--- config.mk ---
export PLATFORM = sky130hd
export DESIGN_NAME = nes_mmc1_set
export DESIGN_NICKNAME = d
export VERILOG_FILES = /design/src/rtl/nes_mmc1_set.sv
export SDC_FILE = /design/constraint.sdc
export NUM_CORES = 1
export LEC_CHECK = 0
export BUFFER_PORTS_ARGS = -buffer_cell sky130_fd_sc_hd__buf_4
export CAP_MARGIN = 20
export CORE_AREA = 2 2 61 63
export DETAILED_ROUTE_END_ITERATION = 8
export DIE_AREA = 0 0 63 65
export PLACE_DENSITY = 0.86
export SYNTH_ARGS = -nofsm -noshare
export SYNTH_HDL_FRONTEND = slang
export SYNTH_SLANG_ARGS = --single-unit
--- constraint.sdc ---
create_clock -name i_clk -period 2.6 [get_ports i_clk]
set_clock_uncertainty 0.15 [all_clocks]
set_input_delay 0.13 -clock i_clk [delete_from_list [all_inputs] [get_ports i_clk]]
set_output_delay 0.13 -clock i_clk [all_outputs]
set_load 0.01 [all_outputs]
--- src/rtl/nes_mmc1_set.sv ---
// Cartridge mapper block: MMC1 serial-register banking for PRG flash and CHR SRAM,
// or fixed NROM mapping when MMC_FUNC selects anything other than mapper 1.
module nes_mmc1_set #(
  parameter logic [7:0]  MMC_FUNC    = 8'h01,
  parameter int          PRG_BANKS   = 16,
  parameter int          CHR_BANKS   = 32,
  parameter logic [22:0] PRG_BASE    = 23'h0,
  parameter logic [2:0]  NROM_MIRROR = 3'h2
) (
  input  logic        i_clk,
  input  logic        i_rstn,
  input  logic [15:0] i_bus_addr,
  input  logic [7:0]  i_bus_wdata,
  input  logic        i_bus_r_wn,
  output logic [7:0]  o_mmc_rdata,
  output logic [22:0] o_fl_addr,
  input  logic [7:0]  i_fl_rdata,
  input  logic        i_ppu_a12,
  output logic [7:0]  o_sram_addr_ext,
  output logic [2:0]  o_mirror_mode,
  output logic        o_irq_n
);

  localparam bit         IS_MMC1  = (MMC_FUNC == 8'h01);
  localparam logic [3:0] PRG_MASK = 4'(PRG_BANKS - 1);
  localparam logic [4:0] CHR_MASK = 5'(CHR_BANKS - 1);
  localparam logic [3:0] PRG_LAST = 4'(PRG_BANKS - 1);

  logic       hit;
  logic       regw;
  logic       regw_d;
  logic       wstb;
  logic [4:0] shift_in;

  logic [4:0] shift_q, shift_d;
  logic [2:0] count_q, count_d;
  logic [4:0] ctrl_q, ctrl_d;
  logic [4:0] chr0_q, chr0_d;
  logic [4:0] chr1_q, chr1_d;
  logic [4:0] prg_q, prg_d;

  logic [3:0]  prg_bank;
  logic [17:0] prg_off;
  logic [22:0] mmc1_fl_addr;
  logic [22:0] nrom_fl_addr;
  logic [4:0]  chr_bank;

  // Bits that are stored or presented on the bus but never drive an output.
  logic unused_bits;
  assign unused_bits = ^{i_bus_wdata[6:1], prg_q[4]};

  assign hit      = i_bus_addr[15];
  assign regw     = hit & ~i_bus_r_wn;
  // A write held over several cycles, or repeated without an idle cycle, is one event.
  assign wstb     = regw & ~regw_d;
  assign shift_in = {i_bus_wdata[0], shift_q[4:1]};

  // Serial register load: four shifts, the fifth write commits to the addressed register.
  always_comb begin
    shift_d = shift_q;
    count_d = count_q;
    ctrl_d  = ctrl_q;
    chr0_d  = chr0_q;
    chr1_d  = chr1_q;
    prg_d   = prg_q;
    if (IS_MMC1 && wstb) begin
      if (i_bus_wdata[7]) begin
        shift_d = 5'h00;
        count_d = 3'd0;
        ctrl_d  = ctrl_q | 5'h0C;
      end else if (count_q < 3'd4) begin
        shift_d = shift_in;
        count_d = count_q + 3'd1;
      end else begin
        shift_d = 5'h00;
        count_d = 3'd0;
        case (i_bus_addr[14:13])
          2'd0:    ctrl_d = shift_in;
          2'd1:    chr0_d = shift_in;
          2'd2:    chr1_d = shift_in;
          default: prg_d  = shift_in;
        endcase
      end
    end
  end

  always_ff @(posedge i_clk or negedge i_rstn) begin
    if (!i_rstn) begin
      regw_d  <= 1'b0;
      shift_q <= 5'h00;
      count_q <= 3'd0;
      ctrl_q  <= 5'h0C;
      chr0_q  <= 5'h00;
      chr1_q  <= 5'h00;
      prg_q   <= 5'h00;
    end else begin
      regw_d  <= regw;
      shift_q <= shift_d;
      count_q <= count_d;
      ctrl_q  <= ctrl_d;
      chr0_q  <= chr0_d;
      chr1_q  <= chr1_d;
      prg_q   <= prg_d;
    end
  end

  // PRG bank select: ctrl[3:2] picks 32KB mode, fixed-low or fixed-high 16KB mode.
  always_comb begin
    prg_bank = 4'h0;
    case (ctrl_q[3:2])
      2'd0, 2'd1: prg_bank = {prg_q[3:1], i_bus_addr[14]};
      2'd2:       prg_bank = i_bus_addr[14] ? prg_q[3:0] : 4'h0;
      default:    prg_bank = i_bus_addr[14] ? PRG_LAST : prg_q[3:0];
    endcase
  end

  assign prg_off      = {prg_bank & PRG_MASK, i_bus_addr[13:0]};
  assign mmc1_fl_addr = PRG_BASE + 23'(prg_off);
  assign nrom_fl_addr = PRG_BASE + 23'(i_bus_addr[14:0]);

  always_comb begin
    o_fl_addr = 23'h0;
    if (hit) o_fl_addr = IS_MMC1 ? mmc1_fl_addr : nrom_fl_addr;
  end

  assign o_mmc_rdata = hit ? i_fl_rdata : 8'h00;

  // CHR: 8KB mode pairs chr0 with A12, 4KB mode switches between chr0 and chr1.
  always_comb begin
    chr_bank = 5'h00;
    if (ctrl_q[4]) chr_bank = i_ppu_a12 ? chr1_q : chr0_q;
    else           chr_bank = {chr0_q[4:1], i_ppu_a12};
  end

  assign o_sram_addr_ext = IS_MMC1 ? {3'b000, chr_bank & CHR_MASK} : {7'h00, i_ppu_a12};
  assign o_mirror_mode   = IS_MMC1 ? {1'b0, ctrl_q[1:0]} : NROM_MIRROR;
  assign o_irq_n         = 1'b1;

endmodule
==> key figures, run 1 <==
STA
  • Pins Over Slew Limit: 0
  • Setup tns final: 0 ps
  • Worst slew pin tran: between 500 and 600 ps
  • Slew HR: 66.4%
  • Unrepaired setup endpoints after global routing: no
  • FMAX: 0.450 GHz
  • Final period util: 85.4%
  • WHS: between 70 and 80 ps
  • Final min period: 2220 ps
  • Post-route setup slack: 379 ps
  • Final setup fails: 0
  • Final hold vios: 0

Clocking
  • Root Driver: clkbuf_4
  • Worst-path clk slew: about 140 ps
  • Clock latency on the worst-skew pair: between 300 and 400 ps
  • Longest Clk Path Bufs: 2
  • CTS sink cnt: 27
  • H-tree depth: 1
  • CTS tree: done
  • CTS Buf Count: 3

Finish
  • Share of post-route cells with drive strength above 1: 43.2%
  • Ant diodes: 0
  • Layout Nets: around 240
  • Fin cells: around 250
  • Area growth syn-to-layout: 33.1%

Yosys
  • #FFs+latches synth: 27
  • Post-synth design cell area: about 1500 sq um
  • Yosys top cell by area: dfrtp_1
  • Count leader, synth: dfrtp_1
  • Top FF cell, synth: dfrtp_1
  • Ys async rst share: 100%
  • Post-synth EDFFs: 0
  • Mapped Avg Cell Area: a little over 10 sq um
  • Top cells by count, synth: dfrtp_1 (25), and2_1 (23), mux2_2 (18), nand2_1 (17), buf_4 (12)
  • Sequential fraction of the synthesis area: 44.8%
  • Post-synth top area share: approximately two fifths
  • Netlist cell types: 27
  • Area contributors post-synth: dfrtp_1 (41%), mux2_2 (13%), and2_1 (9.5%), buf_4 (6.0%), nand2_1 (4.2%)
  • Cell count after synthesis: approximately 150
  • Yosys warnings: 0

Placement
  • Placed insts: between 200 and 250
  • Hpwl dp: ~2200 um
  • Dpl ws: between 400 and 500 ps
  • Routability Congestion: ~0.76
  • Port bufs: 62

Detailed routing
  • Drc violations: 0
  • Iter 0 DRT Violations: 22
  • Routed Antenna Nets: 0
  • Via-per-instance ratio: approximately 4.5
  • WL final: ~3000 um
  • 1st-pass router iterations: 4
  • WL/cell: ~12 um
  • Vias post-DR: between 1000 and 1500

Global routing
  • Vias in the first global route: 1077
  • Largest net degree at the start of global routing: 29
  • First-pass GRT wire length: roughly 4900 um
  • GRT overflow: 0
  • Total Routing Usage GR: 14.8%
  • Antenna violations before repair: 0

Critical path
  • Setup CP Type: input port to flop
  • Worst path arrival time: between 2000 and 2500 ps
  • Reg2Reg Launch Point: regw_d
  • Worst path cell trace: dlygate4sd3_1 -> buf_4 -> or3b_1 -> or3_1 -> mux2_4
  • Crit path max-delay family: simple AND/OR/NAND/NOR gates
  • Reg2reg setup slack: 500 ps
  • Slowest CP cell: or3b_1
  • CP bufs+invs: 2
  • Critical path's largest stage delay: roughly 600 ps
  • Worst setup EP type: flop
  • Crit path required time: around 2700 ps
  • Reg2reg end: ctrl_q[1]
  • Worst setup SP type: input port
  • Depth of the most critical reg-to-reg path: 3
  • Max Fanout on Critical Path: 19

Floorplanning
  • Core footprint: about 3500 sq um
  • Initial core utilization: 43.3%
  • Die H: around 65 um
  • # rows: 22
  • Top Ports: 79
  • Die ar.: about 4100 sq um
  • Die W: between 60 and 70 um

Run status
  • Status: completed

Power
  • PwrDens: 395 nW/um^2
  • Final Total Pwr: about 0.8 mW
  • Static leakage: 1.05 nW
  • Max rail drop VDD: approximately 330 uV

Job
  • Max Cap Viol: 0

Min path
  • Hold Crit Class: input port to asynchronous set/reset pin
## state kept, by name, summed over array words and instances, names as in the netlist
| name | count |
|---|---|
| prg_q | 4 |
| count_q | 3 |
| ctrl_q | 5 |
| regw_d | 1 |
| shift_q | 4 |
| chr1_q | 5 |
| chr0_q | 5 |
## metrics by stage
| step | util [%] | cell area (sq um) |
|---|---|---|
| after floorplan | - | 1540 |
| after global placement | 55.4 | 1940 |
| after detailed placement | 55.4 | 1940 |
| after CTS | 57.6 | 2010 |
| after global routing | 57.6 | 2010 |
| final | 57.6 | 2010 |
## repair_timing
action / in CTS / in global routing
hold buffers: 5 / 0
endpoints found under the hold margin: 33 / 0
buffers inserted: 0 / 0
endpoints found under the setup margin: 0 / 0
gates resized for setup: 0 / 0
## final cells by class
class	instances	area, sq um
Multi-Input combinational cell	105	722
Inverter	3	11.3
Timing Repair Buffer	67	515
Fill cell	313	1480
Sequential cell	27	678
Tap cell	48	60.1
Clock buffer	4	26.3
## report_power, final
part / switching [mW] / total, mW / internal (mW)
combinational: 0.0729 / 0.162 / 0.0889
sequential: 0.0180 / 0.456 / 0.438
clock: 0.117 / 0.177 / 0.0602
## layer usage
| layer | wire (um) | GRT usage (%) | part of all wire (%) |
|---|---|---|---|
| met5 | 0 | 0 | 0 |
| met4 | 21 | 4.17 | 0.70 |
| met3 | 142 | 4.17 | 4.7 |
| met2 | 1560 | 25.3 | 52 |
| met1 | 1270 | 18.4 | 42 |
## kinds of logic (layout without fill, tap and decap cells)
family / after synthesis / after routing / share of synthesized area, %
compound gates: 21 / 21 / 8.52
other cells: 2 / 10 / 0.496
simple gates: 52 / 52 / 19.5
buf+inv: 22 / 74 / 9.43
mux: 21 / 21 / 16.4
flops: 27 / 27 / 44.8
fa+ha+maj: 1 / 1 / 0.827
## worst register-to-register path: stages (launching register included)
cell     delay (ps)
dfrtp_1         390
or3b_1          580
or3_1           560
mux2_4          330
## layout by cell type (no fill, tap or decap), drive strengths merged, types with 3 or more instances in the layout
cell / count
dfrtp: 25
and2: 23
nand2: 17
buf: 62
mux2: 21
clkbuf: 4
a21boi: 4
conb: 10
dlygate4sd3: 5
o21ai: 10
inv: 3
## worst max path at each step
stage                        start        end  cells after the start
floorplan                   regw_d  ctrl_q[0]                      5
global placement    i_bus_addr[15]  ctrl_q[4]                      4
detailed placement  i_bus_addr[15]  ctrl_q[1]                      4
CTS                     i_bus_r_wn  ctrl_q[1]                      5
global route            i_bus_r_wn  chr1_q[3]                      5
finish                  i_bus_r_wn  ctrl_q[1]                      5
No activity file was read; power rests on OpenSTA's default activity.
==> run 2: changes to the inputs <==
clock period = 2.14 ns   (was 2.6 ns; I/O delays follow)
==> key figures, run 2 (same netlist as run 1, synthesis figures left out) <==
Power
  • Comb power frac: 20.5% (was 20.4%)
  • P_sw: 0.249 mW (was 0.208 mW)
  • Switch share: 25.9% (was 26.2%)
  • Max rail drop VDD: 316 uV (was 325 uV)
  • Static leakage: 1.05 nW (about the same)
  • Power Internal: 0.715 mW (was 0.587 mW)
  • Clock share of power: 22.1% (was 22.3%)
  • Flop pwr share: 57.3% (about the same)
  • Final Total Pwr: 0.964 mW (was 0.795 mW)
  • PwrDens: 478 nW/um^2 (was 395 nW/um^2)

Detailed routing
  • Highest Signal Layer: met4 (unchanged)
  • Via-per-instance ratio: 4.67 (was 4.55)
  • Routed Antenna Nets: 0 (unchanged)
  • Met3 WL: 132 um (was 142 um)
  • WL met1: 1260 um (was 1270 um)
  • 1st-pass router iterations: 4 (unchanged)
  • WL/cell: 11.5 um (was 11.8 um)
  • Drc violations: 0 (unchanged)
  • WL final: 2940 um (was 2990 um)
  • Iter 0 DRT Violations: 21 (was 22)
  • Vias post-DR: 1190 (was 1155)
  • DR WL met2: 1480 um (was 1560 um)

Clocking
  • Worst-path clk slew: 130 ps (was 140 ps)
  • CTS tree: done (unchanged)
  • H-tree depth: 1 (unchanged)
  • CTS sink cnt: 27 (unchanged)
  • Root Driver: clkbuf_4 (unchanged)
  • Longest Clk Path Bufs: 2 (unchanged)
  • Clock latency on the worst-skew pair: 320 ps (about the same)
  • CTS Buf Count: 3 (unchanged)

Job
  • Max Cap Viol: 0 (unchanged)

Finish
  • Fill cells: 333 (was 313)
  • Ant diodes: 0 (unchanged)
  • Most frequent cells in the layout: buf_4 (64), dfrtp_1 (25), and2_1 (23) (was buf_4 (62), dfrtp_1 (25), and2_1 (23))
  • Fin cells: 255 (was 254)
  • Share of post-route cells with drive strength above 1: 44.0% (was 43.2%)
  • Area growth syn-to-layout: 33.4% (was 33.1%)
  • Finished Core Util: 57.7% (was 57.6%)
  • Commonest non-fill, non-tap cell in the layout: buf_4 (unchanged)
  • Largest regs: chr0_q: 5 flops, chr1_q: 5 flops, ctrl_q: 5 flops (unchanged)
  • Layout Nets: 245 (was 244)
  • Storage element area: 678 sq um (unchanged)
  • Multi-input gate area: 722 sq um (unchanged)

STA
  • Final period util: between 90% and 100%
  • Final setup fails: 0 (unchanged)
  • Final min period: ~2000 ps
  • FMAX: 0.505 GHz
  • Unrepaired setup endpoints after global routing: no (unchanged)
  • Setup tns final: 0 ps (unchanged)
  • Pins Over Slew Limit: 0 (unchanged)
  • Final hold vios: 0 (unchanged)

Critical path
  • Max Fanout on Critical Path: 5 (was 19)
  • Reg2Reg Launch Point: count_q[2] (was regw_d)
  • Worst setup EP type: flop (unchanged)
  • CP bufs+invs: 2 (unchanged)
  • Setup CP Type: input port to flop (unchanged)
  • Reg2reg setup slack: 220 ps (was 500 ps)
  • Crit path required time: 2210 ps (was 2680 ps)
  • Depth of the most critical reg-to-reg path: 3 (unchanged)
  • Slowest CP cell: dlygate4sd3_1 (was or3b_1)
  • Critical path's largest stage delay: 550 ps (was 600 ps)
  • Reg2reg end: ctrl_q[0] (was ctrl_q[1])
  • Worst path arrival time: 2050 ps (was 2300 ps)
  • Worst setup SP type: input port (unchanged)
  • Crit path max-delay family: simple AND/OR/NAND/NOR gates (unchanged)
  • Worst path cell trace: dlygate4sd3_1 -> buf_4 -> or3b_1 -> or3_1 -> mux2_4 (unchanged)

Global routing
  • Largest net degree at the start of global routing: 28 (was 29)
  • GRT overflow: 0 (unchanged)
  • Total Routing Usage GR: 14.0% (was 14.8%)
  • First-pass GRT wire length: 4570 um (was 4850 um)
  • Vias in the first global route: 1038 (was 1077)
  • Antenna violations before repair: 0 (unchanged)

Floorplanning
  • Initial core utilization: 43.3% (unchanged)
  • Die W: 63 um (unchanged)
  • # rows: 22 (unchanged)
  • Core footprint: 3500 sq um (unchanged)
  • Top Ports: 79 (unchanged)
  • Die ar.: 4100 sq um (unchanged)
  • Die H: 65 um (unchanged)

Placement
  • Port bufs: 62 (unchanged)
  • Placed insts: 247 (was 245)
  • Hpwl dp: 2240 um (was 2200 um)
  • Routability Congestion: 0.714 (was 0.764)

Min path
  • Hold Crit Class: input port to asynchronous set/reset pin (unchanged)

Run status
  • Status: completed (unchanged)
## run 2: how the worst max path moves through the flow
stage | from | end | slack [ps] | cells past startpoint
2_1_floorplan | regw_d | ctrl_q[0] | 280 | 5
3_3_place_gp | count_q[2] | ctrl_q[4] | 250 | 3
3_5_place_dp | count_q[2] | ctrl_q[4] | 240 | 3
4_1_cts | i_bus_r_wn | ctrl_q[4] | 160 | 5
5_1_grt | i_bus_r_wn | chr0_q[2] | 110 | 5
6_report | i_bus_r_wn | ctrl_q[0] | 160 | 5
## run 2: final cells by class
type	instances	area share, %
repair buffers	68	25.8
well taps	48	2.98
flip-flops and latches	27	33.6
multi-input cells	105	35.8
inverters	3	0.558
clock buffers	4	1.30
## run 2: metal layers
metal	GRT usage, %	vias up
met3	2.78	6
met4	6.94	0
met5	0	-
li1	-	593
met1	17.8	560
met2	22.7	31
## run 2: power by group through the flow
stage / Clock (mW) / Combinational [mW] / Sequential, mW
2_1_floorplan: 0 / 0.101 / 0.556
3_3_place_gp: 0 / 0.190 / 0.561
3_5_place_dp: 0 / 0.193 / 0.563
4_1_cts: 0.219 / 0.201 / 0.553
5_1_grt: 0.244 / 0.220 / 0.558
6_report: 0.213 / 0.198 / 0.553
## run 2: metrics by stage
stage / hold WS, ps / worst slack [ps] / instance area [sq um]
global route: 76.6 / 113 / 2020
finish: 52.8 / 158 / 2020
CTS: 66.1 / 164 / 2020
floorplan: -339 / 276 / 1540
global placement: -119 / 250 / 1950
detailed placement: -118 / 238 / 1950
## run 2: what timing repair did
action / CTS / global route
hold buffers: 4 / 0
hold endpoints to repair: 33 / 0
resized for setup: 0 / 0
setup buffers: 0 / 0
endpoints found under the setup margin: 0 / 0
==> run 3: changes to the inputs <==
RECOVER_POWER = 25   (was default)
REMOVE_ABC_BUFFERS = 1   (was default)
==> key figures, run 3 (same netlist as run 1, synthesis figures left out) <==
Power
  • Max rail drop VDD: 548 uV (was 316 uV)
  • Comb power frac: 20.6% (was 20.5%)
  • Final Total Pwr: 0.966 mW (was 0.964 mW)
  • Switch share: 26.1% (was 25.9%)
  • Flop pwr share: 57.3% (about the same)
  • Static leakage: 1.05 nW (about the same)
  • Power Internal: 0.714 mW (was 0.715 mW)
  • Clock share of power: 22.1% (about the same)
  • PwrDens: 479 nW/um^2 (was 478 nW/um^2)
  • P_sw: 0.252 mW (was 0.249 mW)

Placement
  • Dpl ws: 208 ps (was 238 ps)
  • Placed insts: 246 (was 247)
  • Port bufs: 62 (unchanged)
  • Hpwl dp: 2360 um (was 2240 um)
  • Routability Congestion: 0.791 (was 0.714)

Floorplanning
  • # rows: 22 (unchanged)
  • Die ar.: 4100 sq um (unchanged)
  • Die W: 63 um (unchanged)
  • Core footprint: 3500 sq um (unchanged)
  • Die H: 65 um (unchanged)
  • Initial core utilization: 43.3% (unchanged)
  • Top Ports: 79 (unchanged)

Global routing
  • Antenna violations before repair: 0 (unchanged)
  • GRT overflow: 0 (unchanged)
  • Largest net degree at the start of global routing: 29 (was 28)
  • Vias in the first global route: 1131 (was 1038)
  • Total Routing Usage GR: 15.9% (was 14.0%)
  • First-pass GRT wire length: 5150 um (was 4570 um)

Clocking
  • Root Driver: clkbuf_4 (unchanged)
  • CTS sink cnt: 27 (unchanged)
  • Post-CTS Setup Bufs: 0 (unchanged)
  • CTS Buf Count: 3 (unchanged)
  • Clock latency on the worst-skew pair: 310 ps (was 320 ps)
  • Longest Clk Path Bufs: 2 (unchanged)
  • Worst-path clk slew: 130 ps (about the same)
  • CTS tree: done (unchanged)
  • H-tree depth: 1 (unchanged)

Detailed routing
  • WL final: 3150 um (was 2940 um)
  • Routed Antenna Nets: 0 (unchanged)
  • Iter 0 DRT Violations: 29 (was 21)
  • 1st-pass router iterations: 4 (unchanged)
  • Drc violations: 0 (unchanged)
  • Via-per-instance ratio: 4.57 (was 4.67)
  • WL/cell: 12.4 um (was 11.5 um)
  • Vias post-DR: 1165 (was 1190)

STA
  • Slew HR: under 10%
  • Worst slew pin tran: 1430 ps
  • Post-route setup slack: 159 ps (was 158 ps)
  • Final setup fails: 0 (unchanged)
  • Final period util: 92.6% (about the same)
  • Setup tns final: 0 ps (unchanged)
  • Final hold vios: 0 (unchanged)
  • Unrepaired setup endpoints after global routing: no (unchanged)
  • FMAX: 0.505 GHz (about the same)
  • Pins Over Slew Limit: 0 (unchanged)
  • Final min period: 1980 ps (about the same)

Critical path
  • Crit path required time: 2210 ps (about the same)
  • Reg2reg end: ctrl_q[1] (was ctrl_q[0])
  • Critical path's largest stage delay: 540 ps (was 550 ps)
  • Reg2Reg Launch Point: count_q[2] (unchanged)
  • Worst setup SP type: input port (unchanged)
  • Depth of the most critical reg-to-reg path: 3 (unchanged)
  • Setup CP Type: input port to flop (unchanged)
  • Worst setup EP type: flop (unchanged)
  • Slowest CP cell: dlygate4sd3_1 (unchanged)
  • Reg2reg setup slack: 190 ps (was 220 ps)
  • Max Fanout on Critical Path: 5 (unchanged)
  • Worst path cell trace: dlygate4sd3_1 -> buf_4 -> or3b_1 -> or3_1 -> mux2_4 (unchanged)
  • Worst path arrival time: 2050 ps (about the same)

Job
  • Max Cap Viol: 0 (unchanged)

Finish
  • Area growth syn-to-layout: 33.3% (was 33.4%)
  • Ant diodes: 0 (unchanged)
  • Most frequent cells in the layout: buf_4 (62), dfrtp_1 (25), and2_1 (23) (was buf_4 (64), dfrtp_1 (25), and2_1 (23))
  • Layout Nets: 245 (unchanged)
  • Largest regs: chr0_q: 5 flops, chr1_q: 5 flops, ctrl_q: 5 flops (unchanged)
  • Fill cells: 305 (was 333)
  • Finished Core Util: 57.7% (about the same)
  • Fin cells: 255 (unchanged)
  • Commonest non-fill, non-tap cell in the layout: buf_4 (unchanged)
  • Share of post-route cells with drive strength above 1: 43.0% (was 44.0%)

Min path
  • Worst Hold End: ctrl_q[3]
  • Hold Crit Class: input port to flop (was input port to asynchronous set/reset pin)
  • Worst Min Path Start: i_bus_addr[13]
  • Hold-critical path depth: 4

Run status
  • Status: completed (unchanged)
run 3: worst max-delay path, delay by kind of cell:
kind | cells | cell delay, ps
buf+inv | 2 | 680
simple gates | 2 | 930
mux | 1 | 330
run 3: metrics by stage:
step                      instance area [sq um]  hold WS [ps]
after floorplan                            1410          -339
after global placement                     1940          -116
after detailed placement                   1940          -114
after CTS                                  2020          64.2
after global routing                       2020           126
final                                      2020           113
run 3: final cells by class:
type	instances	area [sq um]	area share, %
timing repair buffer	68	519	25.7
sequential	27	678	33.6
inverter	3	11.3	0.558
multi-input combinational	105	722	35.8
tap	48	60.1	2.98
clock buffer	4	26.3	1.30
run 3: routing by layer:
metal	vias to the layer above	part of all wire, %	routed length [um]	GRT usage [%]
li1	592	-	-	-
met1	534	43	1350	19.0
met2	31	52	1630	28.2
met3	8	3.5	110	4.17
met4	0	2.3	71	4.44
met5	-	0	0	0
run 3: repair_timing:
action                                  in CTS  in global routing
hold endpoints to repair                    33                  0
resized for setup                            0                  0
hold buffers                                 5                  0
endpoints found under the setup margin       0                  0
run 3: power groups by stage:
stage | clock, mW | combinational, mW | sequential [mW]
detailed placement | 0 | 0.194 | 0.564
global route | 0.244 | 0.223 | 0.559
finish | 0.213 | 0.199 | 0.554
floorplan | 0 | 0.0817 | 0.556
global placement | 0 | 0.189 | 0.561
CTS | 0.222 | 0.202 | 0.554
run 3: worst max path at each step:
stage | start | cells past startpoint | end | slack (ps)
CTS | i_bus_r_wn | 5 | chr0_q[3] | 160
detailed placement | count_q[2] | 3 | ctrl_q[1] | 210
global placement | count_q[2] | 3 | ctrl_q[4] | 250
global route | count_q[2] | 3 | ctrl_q[1] | 100
finish | i_bus_r_wn | 5 | ctrl_q[1] | 160
floorplan | regw_d | 3 | ctrl_q[0] | 190
